$ cat config.mk
export PLATFORM = sky130hd
export DESIGN_NAME = movement
export DESIGN_NICKNAME = d
export VERILOG_FILES = /design/src/rtl/movement_pkg.sv /design/src/rtl/movement_drive_decode.sv /design/src/rtl/movement.sv
export SDC_FILE = /design/constraint.sdc
export NUM_CORES = 1
export LEC_CHECK = 0
export CAP_MARGIN = 30
export CORE_ASPECT_RATIO = 1.2
export CORE_UTILIZATION = 38
export CTS_BUF_LIST = sky130_fd_sc_hd__clkbuf_8
export DETAILED_ROUTE_END_ITERATION = 8
export SLEW_MARGIN = 25
export SYNTH_ARGS = -nofsm -noshare
export SYNTH_HDL_FRONTEND = slang
export SYNTH_SLANG_ARGS = --single-unit
$ cat constraint.sdc
create_clock -name ACLK -period 2.3 [get_ports ACLK]
set_input_delay 0.345 -clock ACLK [delete_from_list [all_inputs] [get_ports ACLK]]
set_output_delay 0.345 -clock ACLK [all_outputs]
set_load 0.005 [all_outputs]
$ cat src/rtl/movement_pkg.sv
// Shared types and constants for the line-following movement controller.
package movement_pkg;

  // Track-geometry states; OFF must encode as zero so reset lands there.
  typedef enum logic [3:0] {
    OFF   = 4'd0,
    ST    = 4'd1,
    CL    = 4'd2,
    CR    = 4'd3,
    L90   = 4'd4,
    R90   = 4'd5,
    CROSS = 4'd6,
    C90   = 4'd7,
    CST   = 4'd8
  } state_t;

  // Motor command codes understood by the PWM generators.
  localparam logic [1:0] DRV_STOP = 2'b00;
  localparam logic [1:0] DRV_HALF = 2'b01;
  localparam logic [1:0] DRV_FULL = 2'b10;
  localparam logic [1:0] DRV_REV  = 2'b11;

endpackage

$ cat src/rtl/movement_drive_decode.sv
// Maps a track-geometry state onto the left/right motor commands.
module movement_drive_decode
  import movement_pkg::*;
(
  input  state_t     state,
  output logic [1:0] drive_a,
  output logic [1:0] drive_b
);

  // Pure Moore decode: each state owns one fixed pair of motor commands.
  always_comb begin
    drive_a = DRV_STOP;
    drive_b = DRV_STOP;
    case (state)
      OFF: begin
        drive_a = DRV_STOP;
        drive_b = DRV_STOP;
      end
      ST, CROSS, CST: begin
        drive_a = DRV_FULL;
        drive_b = DRV_FULL;
      end
      CL: begin
        drive_a = DRV_HALF;
        drive_b = DRV_FULL;
      end
      CR: begin
        drive_a = DRV_FULL;
        drive_b = DRV_HALF;
      end
      L90: begin
        drive_a = DRV_REV;
        drive_b = DRV_FULL;
      end
      R90, C90: begin
        drive_a = DRV_FULL;
        drive_b = DRV_REV;
      end
      default: begin
        drive_a = DRV_STOP;
        drive_b = DRV_STOP;
      end
    endcase
  end

endmodule

$ cat src/rtl/movement.sv
// Line-following movement controller: three IR sensors in, two motor
// commands out. The drive outputs are registered from the pre-edge state,
// so they trail the state machine by one cycle.
module movement
  import movement_pkg::*;
(
  input  logic       ACLK,
  input  logic       RST,
  input  logic       IPS_L,
  input  logic       IPS_C,
  input  logic       IPS_R,
  output logic [1:0] DriveA,
  output logic [1:0] DriveB
);

  state_t     state;
  state_t     state_next;
  logic       cross_reg;
  logic       cross_next;
  logic [2:0] sensors;
  logic [1:0] decode_a;
  logic [1:0] decode_b;

  assign sensors = {IPS_L, IPS_C, IPS_R};

  // Next-state selection from current geometry and the LCR sensor pattern.
  always_comb begin
    state_next = state;
    case (state)
      OFF: state_next = ST;
      ST: begin
        case (sensors)
          3'b100, 3'b110: state_next = CL;
          3'b001, 3'b011: state_next = CR;
          3'b101, 3'b111: state_next = CROSS;
          default:        state_next = state;
        endcase
      end
      CL: begin
        case (sensors)
          3'b110:         state_next = L90;
          3'b101, 3'b111: state_next = CROSS;
          3'b001, 3'b011: state_next = CR;
          3'b000, 3'b010: state_next = ST;
          default:        state_next = state;
        endcase
      end
      CR: begin
        case (sensors)
          3'b011:         state_next = R90;
          3'b101, 3'b111: state_next = CROSS;
          3'b100, 3'b110: state_next = CL;
          3'b000, 3'b010: state_next = ST;
          default:        state_next = state;
        endcase
      end
      L90: state_next = (sensors == 3'b110) ? L90 : CL;
      R90: state_next = (sensors == 3'b011) ? R90 : CR;
      CROSS: begin
        case (sensors)
          3'b111:  state_next = C90;
          3'b101:  state_next = cross_reg ? CST : CROSS;
          default: state_next = ST;
        endcase
      end
      C90: state_next = (sensors == 3'b111) ? C90 : R90;
      CST: state_next = (sensors == 3'b101) ? CST : ST;
      default: state_next = OFF;
    endcase
  end

  // Crossover memory: set while turning 90 at a cross, cleared while driving straight through.
  always_comb begin
    cross_next = cross_reg;
    case (state)
      C90:     cross_next = 1'b1;
      CST:     cross_next = 1'b0;
      default: cross_next = cross_reg;
    endcase
  end

  // State and crossover-memory register.
  always_ff @(posedge ACLK or posedge RST) begin
    if (RST) begin
      state     <= OFF;
      cross_reg <= 1'b0;
    end else begin
      state     <= state_next;
      cross_reg <= cross_next;
    end
  end

  movement_drive_decode u_decode (
    .state   (state),
    .drive_a (decode_a),
    .drive_b (decode_b)
  );

  // Drive outputs capture the decode of the state held before this edge.
  always_ff @(posedge ACLK or posedge RST) begin
    if (RST) begin
      DriveA <= DRV_STOP;
      DriveB <= DRV_STOP;
    end else begin
      DriveA <= decode_a;
      DriveB <= decode_b;
    end
  end

endmodule

# Yosys cells after proc, flatten, opt, wreduce, memory -nomap -nowiden
# Memory sizes are Yosys's and may differ from the RTL's. A register that Yosys moved wholly into a read port is not among the register bits.
# Index checks and enable logic that the tools add are counted.
dict set report word_totals {
  memories 1
  wordCells 40
  output_inout_bits 4
  input_bits 5
  mem_bits_ro 64
  register_bits 5
}
# name depth width rd rd_clocked_by_memory_dff wr line_no
set memory_table {}
lappend memory_table {{(name not given)} 16 4 1 1 0 movement_drive_decode.sv:14} ;# case (state)
dict set report op_classes {
  reduce_logical 8
  n_mux 11
  eq_ne 18
}
# operator n
set ops {}
lappend ops {{case mux 4 bit (9 select lines)} 1}
lappend ops {{case mux 4 bit (4 select lines)} 2}
lappend ops {{== test 4 x 3 -> 1 bit, second input constant} 4}
lappend ops {{== test 3 bit, second input constant} 4}
lappend ops {{case mux 4 bit (3 select lines)} 1}
lappend ops {{!= test 5 bit, second input constant} 2}
lappend ops {{== test 4 x 2 -> 1 bit, second input constant} 2}
lappend ops {{two-way mux 4 bit} 2}
lappend ops {{case mux 4 bit (2 select lines)} 1}
lappend ops {{OR reduction 2 bit} 4}
lappend ops {{== test 3 x 2 -> 1 bit, second input constant} 2}
lappend ops {{two-way mux 3 bit} 2}
lappend ops {{== test 4 x 1 -> 1 bit, second input constant} 1}
lappend ops {{== test 4 bit, second input constant} 1}
lappend ops {{logical NOT 4 bit} 1}
lappend ops {{!= test 4 bit, second input constant} 1}
lappend ops {{== test 3 x 1 -> 1 bit, second input constant} 1}
lappend ops {{logical NOT 3 bit} 1}
lappend ops {{AND reduction 3 bit} 1}
lappend ops {{two-way mux 2 bit} 1}
lappend ops {{case mux 1 bit (2 select lines)} 1}
lappend ops {{nonzero test 2 bit} 1}

# Longest topological paths before layout
dict set report depth {
  depth_word 4
  mapped_depth 7
  mapped_depth_nobuf 6
}

# Cells and area by module
# Synthesis repeated with hierarchy kept, for this count alone.
dict set report hier_totals {
  cells_unflattened 84
  hier_area_um2 688.2
}
# mod seq_area_each_um2 n_inst area_per_inst_um2 cells_each
set modules_own_cells {}
lappend modules_own_cells {movement 225.2 1 590.6 70}
lappend modules_own_cells {movement_drive_decode 0.0 1 97.6 14}

# Worst setup path after synthesis
# No wires, ideal clock.
dict set report synth_timing {
  path_kind {register -> register}
  startpoint {register state[0]}
  endpoint {register state[0]}
  required_time_ps 2173
  stages_incl_launch_ff 8
  path_buffers 1
  path_slack_ps 648
  t_arrival_ps 1525
  synth_period_minus_slack_ps 1652
  setup_ps 127
  cell_sequence {dfrtp_1 -> inv_1 -> ha_1 -> buf_2 -> nor4_1 -> a2bb2oi_1 -> o22a_1 -> o2bb2ai_1}
}
dict set report synth_between {
  elab_chain_len 3
  elab_cells_between_ends 14
  classes_between {eq/ne: 11; mux: 1; reduce/logical: 2}
}
# item line_no
set synth_rtl {}
lappend synth_rtl {{from (decl)} movement.sv:16} ;# state_t state;
lappend synth_rtl {{from (signal assigned)} movement.sv:88} ;# state <= state_next;
lappend synth_rtl {{== test 4 x 2 -> 1 bit / == test 4 x 1 -> 1 bit (equally long branches)} movement.sv:29} ;# case (state)
lappend synth_rtl {{!= test 5 bit (no source line) / != test 4 bit (equally long branches)} --}
lappend synth_rtl {{AND reduction 3 bit (no source line)} --}
# Parallel ways exist; a longest one is shown, timed or not.
# A chain may end at the register's enable or synchronous reset.

# Final worst setup path
# Ends and elaborated chain as after synthesis.

==> run_results.csv <==
group,metric,value,unit
status,status,"finished, final reports clean",
sta,fmax,532,MHz
floorplanning,chipHeight,48.5,um
cts,clkTransAtPathRegs,0.04,ns
worst_hold_path,hold_class,"in2async",
sta,slew_headroom,67.4,%
cells_and_area,final_cell_mix,"dfrtp_1, clkdlybuf4s50_1, inv_1",
global_route,grt_pass1_wl,2350,um
floorplanning,core_area,1660,um2
logic_synthesis,synth.largest_area_cell,"dfrtp_1",
cells_and_area,regMostFlops,"state",
cells_and_area,syn_to_final_growth,16.4,%
power_and_ir_drop,ir_drop,344,uV
routing,wire_per_inst,13.8,um
setup_path,cpMaxStageDelayCell,"nor4_1",
floorplanning,fp-row-count,16,
cells_and_area,reg.largest.list,"state (4), DriveA (2), DriveB (2)",
routing,vias,578,
place,gp_congestion,0.763,
floorplanning,die_x,40.8,um
logic_synthesis,synth_ff_type,"dfrtp_1",
setup_path,crit_required,2.41,ns
setup_path,worst_setup_path_start_kind,"flop",
cells_and_area,fin_nets,89,
routing,wl_met2,615,um
routing,via_per_inst,5.96,
sta,worst_clock_skew,0.00275,ns
global_route,grt_pass1_vias,518,
setup_path,crit_chain,"inv_1 -> ha_1 -> nor4_1 -> a2bb2oi_1 -> o22a_1 -> o2bb2ai_1",
cts,hold_buffers,0,
logic_synthesis,syn-num-nets,82,
routing,wl,1340,um
sta,finalHoldViolations,0,
floorplanning,die-area,1980,um2
logic_synthesis,syn-cell-area,686,um2
cells_and_area,layout-drive-gt1-share,11.4,%
cts,clock_sinks,9,
routing,wl_met1,665,um
setup_path,crit_fanout,10,
logic_synthesis,avgSynthCellArea,9.39,um2
sta,finalSetupViolCount,0,
global_route,grt-ovfl-total,0,
routing,drcViolationCount,0,
flow_run,cap_violations,0,
cts,cts_root_buffer,"clkbuf_8",
sta,rsz0062_at_grt,"false",
routing,ant_nets,0,
routing,routed.top_layer,"met4",
setup_path,reg2regPathDepth,6,
cts,clk_latency,0.24,ns
cts,cts_tree,"yes",
place,postPlaceCellArea,753,um2
setup_path,cp.arrival,1.99,ns
cells_and_area,fin_area,798,um2
global_route,track_usage,16.3,%
logic_synthesis,synth_seq_area_share,32.8,%
logic_synthesis,synth.ff_latch_count,9,
routing,first_pass_iters,6,
logic_synthesis,async_flop_share,100,%
setup_path,cp_num_buf_inv,1,
setup_path,r2r_slack,0.42,ns
setup_path,cp_top_family,"simple AND/OR/NAND/NOR gates",
cts,cts_resized,0,
logic_synthesis,synth-edff-count,0,
place,io_buffers,8,
sta,tns,0,ns
cells_and_area,largest_reg_flops,4,
sta,maxSlewViolCount,0,
sta,min_period,1.88,ns
setup_path,r2r-start,"state[0]",
setup_path,crit_path_end_kind,"flop",
logic_synthesis,synth_cell_types,38,
setup_path,timing.rr.end,"state[0]",
cts,cts-buffers-inserted,3,
setup_path,path_class,"reg2reg",
logic_synthesis,yosysWarnings,0,
cells_and_area,fillers,157,
logic_synthesis,ys_top_cells_by_area,"dfrtp_1, ha_1, inv_1",
sta,worst_slew_pin_slew,0.484,ns
logic_synthesis,yosysTopAreaCellShare,32.8,%
floorplanning,start_util,41.3,%
power_and_ir_drop,power_leakage,0.345,nW
cts,ctsHtreeMaxLevel,1,
setup_path,cpPeakStageDelay,0.46,ns
cts,postCtsSetupRepairBufs,0,
sta,period_share,81.7,%
global_route,antenna_found_initial,0,
cts,cts_max_path_buffers,2,
routing,dr_wl_met3,33,um
routing,drt_iter0_markers,12,
floorplanning,ios,9,
power_and_ir_drop,power.density,1240,nW/um2
place,dp_hpwl,957,um
cells_and_area,final_common_cell,"dfrtp_1",
cells_and_area,num_antenna_cells,0,
global_route,grt_max_degree,15,
logic_synthesis,syn_inst,73,
==> power breakdown <==
| group | leakage (nW) | switching, W | total (W) | internal [W] |
|---|---|---|---|---|
| Clock | 0.0269 | 0.0000639 | 0.000180 | 0.000116 |
| Combinational | 0.211 | 0.000257 | 0.000532 | 0.000275 |
| Sequential | 0.107 | 0.0000543 | 0.000274 | 0.000220 |
==> worst max path at each step <==
stage	from	end	slack (ns)	cells past startpoint
2_1_floorplan	state[0]	state[0]	0.65	7
3_3_place_gp	IPS_L	state[2]	0.29	5
3_5_place_dp	IPS_L	state[2]	0.25	5
4_1_cts	state[0]	state[0]	0.43	6
5_1_grt	state[0]	state[0]	0.25	6
6_report	state[0]	state[0]	0.42	6
==> worst reg2reg max path: cells and delay by family (launching register included) <==
| family | cells | cell delay, ns |
|---|---|---|
| adder cells (fa/ha/maj) | 1 | 0.33 |
| AND/OR/NAND/NOR | 1 | 0.46 |
| AO/OA/AOI/OAI | 3 | 0.42 |
| flip-flops | 1 | 0.44 |
| buffers and inverters | 1 | 0.09 |
==> final cells by class <==
cell class	count	area [um2]	area share [%]
clock buffer	3	41.3	5.17
inverter	6	22.5	2.82
timing repair buffer	8	80.1	10.0
tap	18	22.5	2.82
sequential	9	225	28.2
multi-input combinational	52	403	50.5
clock inverter	1	3.75	0.470
==> through the flow <==
stage | utilization [%] | worst slack (ns) | total power, W | hold slack [ns] | instances
2_1_floorplan | - | 0.648 | 0.000658 | 0.173 | 73
3_3_place_gp | 45.3 | 0.290 | 0.000804 | 0.557 | 93
3_5_place_dp | 45.3 | 0.250 | 0.000800 | 0.557 | 93
4_1_cts | 48.0 | 0.429 | 0.000986 | 0.397 | 97
5_1_grt | 48.0 | 0.245 | 0.00108 | 0.446 | 97
6_report | 48.0 | 0.421 | 0.000986 | 0.368 | 97
==> synthesized netlist by cell type (3+ instances only) <==
master,count
nor2_1,4
dfrtp_1,9
a21oi_1,3
ha_1,4
inv_1,6
buf_2,4
nand2_1,4
==> cells by family (layout without fill, tap and decap cells) <==
logic type,count (synthesis),after routing,synth area share [%]
AO/OA/AOI/OAI,22,22,25.5
adder cells (fa/ha/maj),4,4,7.30
buffers and inverters,12,18,8.39
flip-flops,9,9,32.8
multiplexers,3,3,4.56
AND/OR/NAND/NOR,23,23,21.3
==> metal layers <==
| layer | global-route usage (%) | vias up |
|---|---|---|
| li1 | - | 281 |
| met2 | 24.1 | 14 |
| met3 | 1.38 | 5 |
| met4 | 6.67 | 0 |
| met1 | 23.6 | 278 |
| met5 | 0 | - |
(Power assumes the default switching activity.)
